`src/rtl/ipsxe_floating_point_fl2fx_rnd_ctrl_v1_0.sv`:
```
// Float-to-fixed sequencer: serial 1-bit/cycle mantissa alignment, round-to-nearest-even, saturation.
// Latency: m_valid n+2 cycles after accept (n = |alignment shift|); special/overflow/underflow paths 1 cycle.
// Backpressure: one conversion in flight; s_ready only in IDLE, result held in DONE until m_ready.
//
// Ports: i_aclk/i_rst_n (async active-low), s_valid/s_ready/s_data {sign,exp,frac},
//        m_valid/m_ready/m_data (two's complement Q FIX_INT_BIT.FIX_FRAC_BIT), m_overflow, m_invalid.
// Optional macro FL2FX_INEXACT_FLAG_EN adds m_inexact (residue nonzero or saturated; 0 for NaN).
module ipsxe_floating_point_fl2fx_rnd_ctrl_v1_0 #(
  parameter int FLOAT_EXP_BIT  = 8,
  parameter int FLOAT_FRAC_BIT = 24,
  parameter int FIX_INT_BIT    = 16,
  parameter int FIX_FRAC_BIT   = 16
) (
  input  logic                                  i_aclk,
  input  logic                                  i_rst_n,
  input  logic                                  s_valid,
  output logic                                  s_ready,
  input  logic [FLOAT_EXP_BIT+FLOAT_FRAC_BIT-1:0] s_data,
  output logic                                  m_valid,
  input  logic                                  m_ready,
  output logic [FIX_INT_BIT+FIX_FRAC_BIT-1:0]   m_data,
  output logic                                  m_overflow,
`ifdef FL2FX_INEXACT_FLAG_EN
  output logic                                  m_inexact,
`endif
  output logic                                  m_invalid
);

  localparam int FW    = FLOAT_EXP_BIT + FLOAT_FRAC_BIT;
  localparam int FIX_W = FIX_INT_BIT + FIX_FRAC_BIT;
  localparam int MW    = FIX_W + 1;               // headroom for the rounding carry
  localparam int RW    = FLOAT_FRAC_BIT + 1;      // residue width
  localparam int CW    = $clog2(FIX_W + FLOAT_FRAC_BIT + 2);
  localparam int BIAS  = (1 << (FLOAT_EXP_BIT - 1)) - 1;

  localparam logic [RW-1:0]    HALF    = {1'b1, {(RW-1){1'b0}}};
  localparam logic [MW-1:0]    LIM_POS = {2'b00, {(FIX_W-1){1'b1}}};
  localparam logic [MW-1:0]    LIM_NEG = {2'b01, {(FIX_W-1){1'b0}}};
  localparam logic [FIX_W-1:0] MAX_POS = {1'b0, {(FIX_W-1){1'b1}}};
  localparam logic [FIX_W-1:0] MIN_NEG = {1'b1, {(FIX_W-1){1'b0}}};

  typedef enum logic [1:0] {IDLE, SHIFT, ROUND, DONE} state_t;

  state_t              state;
  logic                neg;
  logic                left;
  logic [CW-1:0]       cnt;
  logic [MW-1:0]       mag;
  logic [RW-1:0]       residue;

  // Input field decode
  logic                       in_sign;
  logic [FLOAT_EXP_BIT-1:0]   in_exp;
  logic [FLOAT_FRAC_BIT-2:0]  in_frac;
  logic                       exp_max;
  logic                       frac_zero;
  logic signed [31:0]         e_val;
  logic signed [31:0]         sh_val;
  logic signed [31:0]         sh_abs;
  logic                       is_nan;
  logic                       is_ovf;
  logic                       is_unf;

  assign in_sign   = s_data[FW-1];
  assign in_exp    = s_data[FW-2 -: FLOAT_EXP_BIT];
  assign in_frac   = s_data[FLOAT_FRAC_BIT-2:0];
  assign exp_max   = &in_exp;
  assign frac_zero = (in_frac == '0);

  always_comb begin
    e_val  = (in_exp == '0) ? (32'sd1 - BIAS) : ($signed(32'(in_exp)) - BIAS);
    sh_val = e_val - (FLOAT_FRAC_BIT - 1) + FIX_FRAC_BIT;
    sh_abs = (sh_val < 0) ? -sh_val : sh_val;
    is_nan = exp_max && !frac_zero;
    // E == FIX_INT_BIT-1 only fits for exactly -2^(FIX_INT_BIT-1)
    is_ovf = exp_max || (e_val > FIX_INT_BIT - 1) ||
             ((e_val == FIX_INT_BIT - 1) && !(in_sign && frac_zero));
    is_unf = (sh_val < -(FLOAT_FRAC_BIT + 1));
  end

  // Round-to-nearest-even and saturation on the aligned magnitude
  logic             inc;
  logic [MW-1:0]    sum;
  logic             rnd_ovf;
  logic [FIX_W-1:0] rnd_val;

  always_comb begin
    inc     = (residue > HALF) || ((residue == HALF) && mag[0]);
    sum     = mag + MW'(inc);
    rnd_ovf = sum > (neg ? LIM_NEG : LIM_POS);
    rnd_val = neg ? (FIX_W'(0) - sum[FIX_W-1:0]) : sum[FIX_W-1:0];
  end

  assign s_ready = (state == IDLE);

  always_ff @(posedge i_aclk or negedge i_rst_n) begin
    if (!i_rst_n) begin
      state      <= IDLE;
      neg        <= 1'b0;
      left       <= 1'b0;
      cnt        <= '0;
      mag        <= '0;
      residue    <= '0;
      m_valid    <= 1'b0;
      m_data     <= '0;
      m_overflow <= 1'b0;
      m_invalid  <= 1'b0;
`ifdef FL2FX_INEXACT_FLAG_EN
      m_inexact  <= 1'b0;
`endif
    end else begin
      case (state)
        IDLE: begin
          if (s_valid) begin
            neg        <= in_sign;
            m_overflow <= 1'b0;
            m_invalid  <= 1'b0;
`ifdef FL2FX_INEXACT_FLAG_EN
            m_inexact  <= 1'b0;
`endif
            if (is_nan) begin
              m_data    <= '0;
              m_invalid <= 1'b1;
              state     <= DONE;
            end else if (is_ovf) begin
              m_data     <= in_sign ? MIN_NEG : MAX_POS;
              m_overflow <= 1'b1;
`ifdef FL2FX_INEXACT_FLAG_EN
              m_inexact  <= 1'b1;
`endif
              state      <= DONE;
            end else if (is_unf) begin
              m_data <= '0;
`ifdef FL2FX_INEXACT_FLAG_EN
              m_inexact <= (in_exp != '0) || !frac_zero;
`endif
              state  <= DONE;
            end else begin
              mag     <= MW'({(in_exp != '0), in_frac});
              residue <= '0;
              left    <= (sh_val > 0);
              cnt     <= CW'(sh_abs);
              state   <= (sh_val == 0) ? ROUND : SHIFT;
            end
          end
        end
        SHIFT: begin
          if (left) begin
            mag <= mag << 1;
          end else begin
            mag     <= mag >> 1;
            // LSB stays sticky so anything pushed past it is remembered
            residue <= {mag[0], residue[RW-1:2], residue[1] | residue[0]};
          end
          cnt <= cnt - CW'(1);
          if (cnt == CW'(1)) state <= ROUND;
        end
        ROUND: begin
          m_data     <= rnd_ovf ? (neg ? MIN_NEG : MAX_POS) : rnd_val;
          m_overflow <= rnd_ovf;
`ifdef FL2FX_INEXACT_FLAG_EN
          m_inexact  <= (residue != '0) || rnd_ovf;
`endif
          state      <= DONE;
        end
        DONE: begin
          // First DONE cycle raises m_valid; later cycles wait for the consumer
          if (!m_valid) begin
            m_valid <= 1'b1;
          end else if (m_ready) begin
            m_valid <= 1'b0;
            state   <= IDLE;
          end
        end
        default: state <= IDLE;
      endcase
    end
  end

endmodule
```
`config.mk`:
```
export PLATFORM = sky130hd
export DESIGN_NAME = ipsxe_floating_point_fl2fx_rnd_ctrl_v1_0
export DESIGN_NICKNAME = d
export VERILOG_FILES = /design/src/rtl/ipsxe_floating_point_fl2fx_rnd_ctrl_v1_0.sv
export SDC_FILE = /design/constraint.sdc
export NUM_CORES = 1
export LEC_CHECK = 0
export BUFFER_PORTS_ARGS = -buffer_cell sky130_fd_sc_hd__buf_2
export CAP_MARGIN = 30
export CORE_ASPECT_RATIO = 2
export CORE_MARGIN = 2
export CORE_UTILIZATION = 45
export CTS_CLUSTER_DIAMETER = 80
export DETAILED_ROUTE_END_ITERATION = 7
export SYNTH_ARGS = -nofsm -noshare
export SYNTH_HDL_FRONTEND = slang
export SYNTH_SLANG_ARGS = --single-unit
```
`constraint.sdc`:
```
create_clock -name i_aclk -period 5.5 [get_ports i_aclk]
set_clock_uncertainty 0.15 [all_clocks]
set_input_delay 0.55 -clock i_aclk [delete_from_list [all_inputs] [get_ports i_aclk]]
set_output_delay 0.55 -clock i_aclk [all_outputs]
set_load 0.02 [all_outputs]
```
==> metrics.txt <==
Clock Latency Late Sink 360 ps; post-place instance area between 0.009 and 0.01 mm^2; setup slack, reg-to-reg a little over 400 ps; setup TNS after final layout 0 ps; Sw Ratio approximately half; critical path required time 5650 ps; Root Buffer Master clkbuf_16; Multi-input gate area 0.005650 mm^2; r2r endpoint m_data[27]; core box area 0.01883 mm^2; flops & latches, synth approximately 100; synth-to-layout area growth 11.18%; Initial Utilization 46.11%; FF-to-FF Start mag[9]; Synth warnings 0; H-Tree Depth 3; Layout Nets around 1200; worst setup margin 411.1 ps; maximum vdd drop 0.2148 mV; Num Clock Sinks 103; RePlAce Congestion around 0.94; fraction of layout cells with a size suffix above 1 approximately 14%; num ports 72; sequential share of power around 28%; Final ANT Viol Nets 0; Remaining DRCs 0; Tmin final 5089 ps; R2R cell count 16; number of flops mapped to enable cells by yosys 0; Pwr Total around 5 mW; DRT iter0 DRCs 369; pwr/cell area 515.8 mW/mm^2; final slew viol count 0; placed cell count roughly 1300; Synth Net Count 1144; Antenna Cells 0; pre-CTS WS 418.1 ps; Worst setup SP type register; clock-pin slew on the worst setup and hold paths around 70 ps; status finished clean; TritonCTS Buffers 9; final setup fails 0; min-delay worst type input port to asynchronous set/reset pin; GRT overflow 0; Worst EP arrival 5240 ps; post-CTS resize count 0; Internal 2.526 mW; row cnt 71; PortBufs 71; Fin Hold WS approximately 36 ps; Design Area, Final 0.009654 mm^2; aggregate global-route resource usage 26.54%; largest net degree at the start of global routing 71; Total Wirelength 26.59 mm; Max clock buf depth 2; combinational fraction of design power 57.4%; non-filler cells, final 1359; CTS Hold Bufs 0; FFs w/ async S/R, synth 100.0%; WS Path Type register to register; Die ar. 0.02049 mm^2; Synth Cell Area 0.008683 mm^2; Highest Clock Rate just under 200 MHz; final critical-path share of the clock period between 90 and 100%; vias in the first global route 8202; sequential share of the synthesized area slightly below 30%; Leak 4.350 nW; unrepaired setup endpoints after global routing no; 1st-pass router iterations 5; Worst setup EP type register; final hold violations 0; first-pass GRT wire length 42.73 mm; Primary FF master, synth dfrtp_1; crit-path max FO 16; routed vias 8239; die height 200.5 um; Routed wire per std cell 19.57 um; post-layout util just over 50%; Layout fillers 1907; Storage cell area about 0.0026 mm^2; post-CTS setup buffers 0; die width a little over 100 um; switching power of the nets 2.453 mW; post-DP HPWL roughly 21 mm; drt via density approximately 6.1; Mapped Cells roughly 1100; Clk pwr share 14.7%; worst-margin pin slew 1035 ps; max-cap violations 0; initial antenna violation count 0; library cells used by synthesis between 80 and 90; Post-Syn Area per Cell 8.223 um^2; CTS tree done; relative slew slack 31.03%
[Yosys cell counts (all sizes together) (22+ instances only)]
cell type | n | share of area [%]
xnor2 | 30 | 3.0
ha | 52 | 7.5
mux2i | 45 | 5.2
nand3 | 40 | 2.3
dfrtp | 103 | 30
clkbuf | 48 | 2.1
nor2 | 92 | 4.0
nand2 | 94 | 4.1
o21ai | 71 | 4.1
inv | 44 | 1.9
buf | 22 | 1.3
a22o | 24 | 2.4
nor3 | 26 | 1.6
nand4 | 28 | 2.4
nor4 | 25 | 1.9
a21oi | 71 | 4.1
[worst max path at each step]
| stage | start | endpoint | slack (ps) | cells past startpoint |
|---|---|---|---|---|
| after floorplan | mag[0] | m_data[28] | 670 | 21 |
| after global placement | mag[9] | m_data[27] | 440 | 16 |
| after detailed placement | mag[9] | m_data[27] | 420 | 16 |
| after CTS | mag[9] | m_data[27] | 400 | 16 |
| after global routing | mag[9] | m_data[16] | 120 | 16 |
| final | mag[9] | m_data[27] | 410 | 16 |
[cell type report]
cell class                 instances  share of cell area [%]
multi-input combinational        838                   58.53
sequential                       103                   26.71
timing repair buffer             102                   6.247
tap                              255                   3.305
clock buffer                      12                   2.657
inverter                          45                   1.750
clock inverter                     4                  0.8035
[critical path, cell delays in order (launching register included)]
cell      delay (ps)
dfrtp_1          570
nand4_1          270
nor4_2           530
buf_4            240
nand3_1           90
xnor2_1          420
ha_1             340
nand4_1          150
nor4_1           110
a221o_1          290
or4_1            400
o21a_1           230
or2_1            270
buf_4            200
or4_1            500
o211ai_1         110
o32a_1           150
[logic make-up after synthesis]
| logic type | after synthesis | synth area share, % |
|---|---|---|
| buffers and inverters | 115 | 5.375 |
| XOR/XNOR | 49 | 5.029 |
| adder cells (fa/ha/maj) | 52 | 7.493 |
| flip-flops | 103 | 29.68 |
| AND/OR/NAND/NOR | 391 | 23.66 |
| AO/OA/AOI/OAI | 296 | 22.93 |
| multiplexers | 50 | 5.836 |
[cells in the final DEF (no fill, tap or decap), types with 5 or more instances in the layout]
| master | count |
|---|---|
| o22ai_1 | 9 |
| o21ai_0 | 69 |
| clkbuf_16 | 9 |
| and2_1 | 10 |
| o22a_1 | 9 |
| nand2b_1 | 5 |
| and4_1 | 10 |
| a211oi_1 | 5 |
| nand3_1 | 40 |
| a21o_1 | 9 |
| mux2i_1 | 45 |
| xor2_1 | 18 |
| or3_1 | 11 |
| a22o_1 | 24 |
| o31ai_1 | 10 |
| a211o_1 | 6 |
| a21oi_1 | 69 |
| a41oi_1 | 7 |
| xnor2_1 | 30 |
| o211ai_1 | 8 |
| nor3b_1 | 5 |
| nand2_1 | 94 |
| nor4_1 | 24 |
| a31oi_1 | 16 |
| dfrtp_1 | 102 |
| mux2_2 | 5 |
| o21a_1 | 5 |
| a221o_1 | 7 |
| nor3_1 | 25 |
| and3_1 | 17 |
| inv_1 | 44 |
| nand4_1 | 26 |
| buf_4 | 31 |
| buf_2 | 70 |
| nor2_1 | 90 |
| ha_1 | 52 |
[registers in the layout, summed over array words and instances (netlist names)]
| signal | cells |
|---|---|
| state | 2 |
| m_valid | 1 |
| neg | 1 |
| residue | 25 |
| m_overflow | 1 |
| left | 1 |
| m_invalid | 1 |
| m_data | 32 |
| cnt | 6 |
| mag | 33 |
[power groups by stage]
stage	sequential, mW	clock, mW	combinational [mW]
after floorplan	1.36	0	2.05
after global placement	1.39	0	2.84
after detailed placement	1.40	0	2.86
after CTS	1.38	0.745	2.87
after global routing	1.44	0.777	3.20
final	1.39	0.734	2.86
[routing by layer]
layer / up-vias / GRT usage [%] / share of wire (%)
li1: 4008 / - / -
met1: 3991 / 28.92 / 38
met2: 181 / 49.25 / 55
met3: 59 / 2.994 / 2.6
met4: 0 / 12.48 / 4.5
met5: - / 0 / 0
Note: power is estimated with default switching activity, not from simulation.
